$ cat config.mk
export PLATFORM = sky130hd
export DESIGN_NAME = maze_controller
export DESIGN_NICKNAME = d
export VERILOG_FILES = /design/src/rtl/maze_controller.sv
export SDC_FILE = /design/constraint.sdc
export NUM_CORES = 1
export LEC_CHECK = 0
export CORE_ASPECT_RATIO = 1.25
export CORE_MARGIN = 5
export CORE_UTILIZATION = 40
export CTS_BUF_LIST = sky130_fd_sc_hd__clkbuf_16
export DETAILED_ROUTE_END_ITERATION = 6
export GPL_TIMING_DRIVEN = 0
export HOLD_SLACK_MARGIN = 0.1
export PLACE_DENSITY_LB_ADDON = 0.15
export SLEW_MARGIN = 20
export SYNTH_ARGS = -nofsm -noshare
export SYNTH_HDL_FRONTEND = slang
export SYNTH_SLANG_ARGS = --single-unit
$ cat constraint.sdc
create_clock -name clk -period 3.9 [get_ports clk]
set_clock_uncertainty 0.2 [all_clocks]
set_input_delay 0.585 -clock clk [delete_from_list [all_inputs] [get_ports clk]]
set_output_delay 0.585 -clock clk [all_outputs]
set_load 0.01 [all_outputs]
$ cat src/rtl/maze_controller.sv
// Sequencing FSM for the rat-in-maze datapath: depth-first search from (0,0) to (15,15),
// then drains the path stack into the move queue and replays the moves.
module maze_controller (
  input  logic       clk,
  input  logic       rst,
  input  logic       start,
  input  logic       dir_ends,
  input  logic       arrive_final,
  input  logic       wall,
  input  logic       stack_empty,
  input  logic       q_empty,
  input  logic       xy_select,
  input  logic       mem_dout,
  output logic       ld_x,
  output logic       ld_y,
  output logic       ld_dir,
  output logic       ld_n_x,
  output logic       ld_n_y,
  output logic       rst_x,
  output logic       rst_y,
  output logic       rst_dir,
  output logic       rst_n_x,
  output logic       rst_n_y,
  output logic [1:0] dir_select,
  output logic       mem_select,
  output logic       mem_rd,
  output logic       mem_wr,
  output logic       mem_din,
  output logic       stack_rd,
  output logic       stack_wr,
  output logic       q_rd,
  output logic       q_wr,
  output logic       busy,
  output logic       done,
  output logic       fail,
  output logic       move_valid
);

  typedef enum logic [4:0] {
    S_IDLE, S_INIT, S_CHECK, S_PROBE, S_BOUND, S_EVAL, S_MOVE, S_MARK,
    S_NEXT_DIR, S_BACK, S_BACK_DIR, S_BACK_MOVE, S_RESTORE,
    S_D_POP, S_D_PUSH, S_REPLAY, S_R_OUT, S_DONE, S_FAIL
  } state_t;

  typedef struct packed {
    logic init;
    logic probe;
    logic bound;
    logic move;
    logic mark;
    logic next_dir;
    logic back;
    logic back_dir;
    logic back_move;
    logic restore;
    logic d_pop;
    logic d_push;
    logic replay;
    logic r_out;
    logic done;
    logic fail;
    logic busy;
  } ctl_t;

  state_t state_q, state_d;
  ctl_t   ctl_q, ctl_d;
  logic   adv_dir;

  always_comb begin
    state_d = state_q;
    unique case (state_q)
      S_IDLE, S_DONE, S_FAIL: if (start) state_d = S_INIT;
      S_INIT:      state_d = S_CHECK;
      S_CHECK:     state_d = arrive_final ? S_D_POP : S_PROBE;
      S_PROBE:     state_d = S_BOUND;
      S_BOUND:     state_d = wall ? S_NEXT_DIR : S_EVAL;
      S_EVAL:      state_d = mem_dout ? S_NEXT_DIR : S_MOVE;
      S_MOVE:      state_d = S_MARK;
      S_MARK:      state_d = S_CHECK;
      S_NEXT_DIR:  state_d = dir_ends ? S_BACK : S_PROBE;
      S_BACK:      state_d = stack_empty ? S_FAIL : S_BACK_DIR;
      S_BACK_DIR:  state_d = S_BACK_MOVE;
      S_BACK_MOVE: state_d = S_RESTORE;
      S_RESTORE:   state_d = S_NEXT_DIR;
      S_D_POP:     state_d = stack_empty ? S_REPLAY : S_D_PUSH;
      S_D_PUSH:    state_d = S_D_POP;
      S_REPLAY:    state_d = q_empty ? S_DONE : S_R_OUT;
      S_R_OUT:     state_d = S_REPLAY;
      default:     state_d = S_IDLE;
    endcase

    // Output flags are decoded from the next state so they line up with the state register.
    ctl_d           = '0;
    ctl_d.init      = (state_d == S_INIT);
    ctl_d.probe     = (state_d == S_PROBE);
    ctl_d.bound     = (state_d == S_BOUND);
    ctl_d.move      = (state_d == S_MOVE);
    ctl_d.mark      = (state_d == S_MARK);
    ctl_d.next_dir  = (state_d == S_NEXT_DIR);
    ctl_d.back      = (state_d == S_BACK);
    ctl_d.back_dir  = (state_d == S_BACK_DIR);
    ctl_d.back_move = (state_d == S_BACK_MOVE);
    ctl_d.restore   = (state_d == S_RESTORE);
    ctl_d.d_pop     = (state_d == S_D_POP);
    ctl_d.d_push    = (state_d == S_D_PUSH);
    ctl_d.replay    = (state_d == S_REPLAY);
    ctl_d.r_out     = (state_d == S_R_OUT);
    ctl_d.done      = (state_d == S_DONE);
    ctl_d.fail      = (state_d == S_FAIL);
    ctl_d.busy      = !(state_d inside {S_IDLE, S_DONE, S_FAIL});
  end

  always_ff @(posedge clk) begin
    if (rst) begin
      state_q <= S_IDLE;
      ctl_q   <= '0;
    end else begin
      state_q <= state_d;
      ctl_q   <= ctl_d;
    end
  end

  // Strobes whose assertion depends on a same-cycle datapath flag are gated here.
  assign adv_dir    = ctl_q.next_dir & ~dir_ends;
  assign ld_x       = (ctl_q.move | ctl_q.back_move) & xy_select;
  assign ld_y       = (ctl_q.move | ctl_q.back_move) & ~xy_select;
  assign ld_n_x     = ctl_q.probe & xy_select;
  assign ld_n_y     = ctl_q.probe & ~xy_select;
  assign ld_dir     = adv_dir | ctl_q.back_dir | ctl_q.restore;
  assign dir_select = ctl_q.restore ? 2'd2 : (adv_dir ? 2'd1 : 2'd0);
  assign rst_x      = ctl_q.init;
  assign rst_y      = ctl_q.init;
  assign rst_n_x    = ctl_q.init;
  assign rst_n_y    = ctl_q.init;
  assign rst_dir    = ctl_q.init | ctl_q.mark;
  assign mem_rd     = ctl_q.bound & ~wall;
  assign mem_select = ctl_q.bound & ~wall;
  assign mem_wr     = ctl_q.init | ctl_q.mark;
  assign mem_din    = ctl_q.init | ctl_q.mark;
  assign stack_wr   = ctl_q.move;
  assign stack_rd   = (ctl_q.back | ctl_q.d_pop) & ~stack_empty;
  assign q_wr       = ctl_q.d_push;
  assign q_rd       = ctl_q.replay & ~q_empty;
  assign busy       = ctl_q.busy;
  assign done       = ctl_q.done;
  assign fail       = ctl_q.fail;
  assign move_valid = ctl_q.r_out;

endmodule

# --- After elaboration in Yosys (flattened, before gate mapping) ---
# Index checks and enable logic that the tools add are counted.
word_totals:
  inputBits: 10
  out_inout_bits: 24
  reg_bits: 22
  wordCells: 87
classes:
  bitwise_logic: 18
  n_reduce_logical: 6
  eq_ne: 34
  n_mux: 11
ops:
  columns: ["operator", "count"]
  rows:
  - ["$eq 5x4->1 const B", 16]
  - ["$pmux 5 s16", 1]
  - ["$eq 5x3->1 const B", 7]
  - ["$eq 5x5->1 const B", 6]
  - ["$mux 4", 4]
  - ["$eq 5x2->1 const B", 3]
  - ["$eq 5x1->1 const B", 2]
  - ["$logic_not 5->1", 2]
  - ["$mux 5", 2]
  - ["$and 1x1->1", 8]
  - ["$not 1->1", 5]
  - ["$or 1x1->1", 5]
  - ["$mux 1", 3]
  - ["$reduce_bool 3->1", 1]
  - ["$reduce_or 3->1", 1]
  - ["$mux 2", 1]
  - ["$reduce_or 2->1", 1]
  - ["$logic_not 1->1", 1]

# --- Logic depth before layout (Yosys ltp) ---
logic_depth:
  depth_word: 6
  depth_mapped: 8
  depth_no_buf: 6

# --- Worst setup path before layout ---
# OpenSTA, ideal clock, no wires.
synth_timing:
  kind: "input -> register"
  start: "input port arrive_final"
  end: "register ctl_q[15] (netlist name)"
  setup_time_ns: 0.065
  path_stages: 6
  required_time_ns: 3.635
  t_arrival_ns: 1.875
  path_buffers: 0
  slack_ns: 1.759
  path_cell_list: "nor3_1 -> a21oi_1 -> a2111oi_4 -> nor3_2 -> or4_4 -> nor2_1"
synth_between:
  elab_chain_len: 3
synth_rtl:
  columns: ["item", "line_no", "rtl"]
  rows:
  - ["start, declared", "8", "input logic arrive_final,"]
  - ["$mux 4", "74", "S_CHECK: state_d = arrive_final ? S_D_POP : S_PROBE;"]
  - ["$pmux 5 s16", "71", "unique case (state_q)"]
  - ["$eq 5x2->1", "95", "ctl_d.probe = (state_d == S_PROBE);"]
  - ["end signal, assigned", "119", "ctl_q <= ctl_d;"]
  - ["end, declared", "66", "ctl_t ctl_q, ctl_d;"]
# No other way between the ends.
# A chain may end at the register's enable or synchronous reset.

# --- Final worst setup path ---
layout_timing:
  start: "input port dir_ends"
  end: "output port ld_dir"
layout_between:
  elab_chain_len: 4
layout_rtl:
  columns: ["item", "line_no", "rtl"]
  rows:
  - ["start, declared", "7", "input logic dir_ends,"]
  - ["$not 1->1", "124", "assign adv_dir = ctl_q.next_dir & ~dir_ends;"]
  - ["$and 1x1->1", "124", null]
  - ["$or 1x1->1 (2 in series)", "129", "assign ld_dir = adv_dir | ctl_q.back_dir | ctl_q.restore;"]
  - ["end, declared", "16", "output logic ld_dir,"]
# No other way between the ends.

==> impl_results.md <==
* Status: completed
* Flop2flop setup slack at approximately 1500 ps
* Syn nets at ~150
* P&R area growth vs syn at 41.3%
* CTS max path bufs at 2
* Fraction of registers with async set/reset at 0
* Most frequent cells in the layout: clkdlybuf4s50_1, nor2_1, dfxtp_1, a21oi_1
* Worst Reg-to-Reg Cells at 8
* Kind of critical path: input pin to primary output
* Xor and xnor area share after synthesis at 0
* CTS Root Cell: clkbuf_16
* Core area at between 0.002 and 0.003 mm^2
* Multiplexer share of the synthesized area at 0.00864
* Post-Synth Adder-Cell Area at 0.00864
* CTS H-Tree Depth at 1
* Avg Inst Size Synth at 8.52 um^2
* Final setup fails at 0
* Peak Freq at between 300 and 400 MHz
* Commonest non-fill, non-tap cell in the layout: clkdlybuf4s50_1
* Synth warn at 0
* Chip Height at roughly 70 um
* Tot GR Track Use at 0.155
* CP Capture Type: primary output
* Synth Instances at about 140
* Hold path depth at 3
* Pwr dens at 654 mW/mm^2
* Reg2Reg Capture Point: busy
* Leak pwr at roughly 0.64 nW
* Placed Cells at ~200
* Mapped cell area at between 0.001 and 0.0015 mm^2
* Data required, critical path at ~3100 ps
* Tmin final at about 2800 ps
* Initial drt markers at 40
* DIE AREA at 0.00408 mm^2
* Via count at ~1100
* Worst slew pin tran at just over 800 ps
* Relative max-transition margin at 0.454
* Synthesized flop and latch total at 22
* DRT Pass-1 Iters at 4
* Setup TNS at 0 ps
* Antenna viol nets, final at 0
* Row cnt at 21
* Worst hold path class: flip-flop to flip-flop
* Starting Density at 0.424
* Global placement routability congestion at 0.764
* PortBufs at 33
* Count of nets after finishing at 184
* DRT Wirelength at 2.88 mm
* Vias in the first global route at about 1200
* Area occupied by multi-input gates at ~600 um^2
* Sequential cell area at 440 um^2
* Mean routed wirelength per cell at 13.9 um
* Tcrit/Tclk final at 0.706
* Worst r2r src: state_q[2]
* # resized after CTS at 0
* Total grt overflow at 0
* Reg clk slew, reported paths at ~50 ps
* Top FF cell, synth: dfxtp_1
* Io pins at 34
* Post-Place Setup Slack at 995 ps
* Insertion delay to the later sink of the worst-skew pair at about 250 ps
* First-pass GRT wire length at between 5 and 6 mm
* Final WS setup at between 1000 and 1500 ps
* Synth area leader: dfxtp_1
* Initial antenna violation count at 0
* Post CTS Setup Buffer Count at 0
* Top cell type's share of synthesized area at 0.380
* Fin cells at roughly 210
* Worst Hold Path EP: ctl_q[12]
* Worst-path fanout max at 3
* Die W at slightly below 60 um
* Seq/Total Area, Yosys at 0.380
* Max Cap Viol at 0
* Number of synthesized flops with an enable pin at 0
* VDD IR max at ~370 uV
* Vias per cell at approximately 5.4
* DRC at 0
* CTS tree: built
* Post-DP HPWL at 2.23 mm
* Post-synthesis cell type count at slightly above 40
* RSZ-0062 raised after global routing: no
* Cts bufs inserted at 3
* Synth area leaders: dfxtp_1, nor2_1, buf_4
* # fillers at ~250
* Share of post-route cells with drive strength above 1 at 0.127
* Post-Synth Simple-Gate Area at 0.313
* Largest family of logic cells by synthesized area: simple AND/OR/NAND/NOR gates
* N_diodes at 0
* Final Max Slew Viols at 0
* Cts hold-fix bufs at 0
* Synth Area in Compound Gates at 0.189
* Worst hold path startpoint: state_q[4]
* Total clock sinks at 22
* Largest net degree at the start of global routing at 14
* Arr. time, crit path at slightly below 2000 ps
* Final hold violation count at 0
* CP startpoint kind: input pin
[report_power, final]
group	leakage [nW]	switching [mW]	internal, mW
clock network	0.0511	0.0778	0.204
logic	0.407	0.265	0.233
registers	0.178	0.0300	0.261
[through the flow]
step / hold WS [ps] / util / cell area, um^2 / power [mW]
after global placement: 574 / 0.560 / 1530 / 0.785
final: 605 / 0.599 / 1640 / 1.07
after CTS: 622 / 0.599 / 1640 / 1.08
after floorplan: 483 / - / 1160 / 0.632
after global routing: 674 / 0.599 / 1640 / 1.14
after detailed placement: 606 / 0.560 / 1530 / 0.791
[critical path, stage by stage]
cell and delay [ps]:
clkdlybuf4s50_1 530, inv_1 90, a211o_1 290, clkdlybuf4s50_1 470
[sequential cells by signal (all words and copies together) (netlist names)]
| register | cells |
|---|---|
| ctl_q | 10 |
| state_q | 5 |
| busy | 1 |
| done | 1 |
| fail | 1 |
| move_valid | 1 |
| q_wr | 1 |
| rst_n_x | 1 |
| stack_wr | 1 |
[worst max path at each step]
| stage | startpoint | to | cells after the start |
|---|---|---|---|
| 3_3_place_gp | arrive_final | rst_n_x | 7 |
| 6_report | dir_ends | ld_dir | 4 |
| 2_1_floorplan | arrive_final | ctl_q[15] | 6 |
| 3_5_place_dp | arrive_final | rst_n_x | 7 |
| 5_1_grt | stack_empty | done | 6 |
| 4_1_cts | dir_ends | ld_dir | 4 |
[cell usage after synthesis (3+ instances only)]
master    instances
o21ai_0           5
nor3b_1           3
nor3_1            3
buf_2             3
or3_1             3
dfxtp_1          22
nand2b_1          7
a21oi_1          10
inv_1             5
nor2b_1           9
buf_4             9
nor2_1           23
nor4_1            3
[final cells by class]
cell class                      count  area share
Clock inverter                      1      0.0183
Inverter                            5      0.0115
Buffer                             14      0.0596
Clock buffer                        3      0.0459
Sequential cell                    22       0.269
Timing Repair Buffer               33       0.202
Tap cell                           34      0.0260
Multi-Input combinational cell     95       0.368
[cell families after synthesis]
family,Yosys count
and+or+nand+nor,64
buffers and inverters,19
DFF,22
AOI/OAI and AO/OA,29
adders and majority gates,1
muxes,1
[metal layers]
layer	share of wire	GRT usage	vias to the layer above
met3	0.051	0.0295	7
met2	0.53	0.279	34
met1	0.39	0.171	520
met4	0.023	0.0644	0
li1	-	-	548
met5	0	0	-
Note: power is estimated with default switching activity, not from simulation.
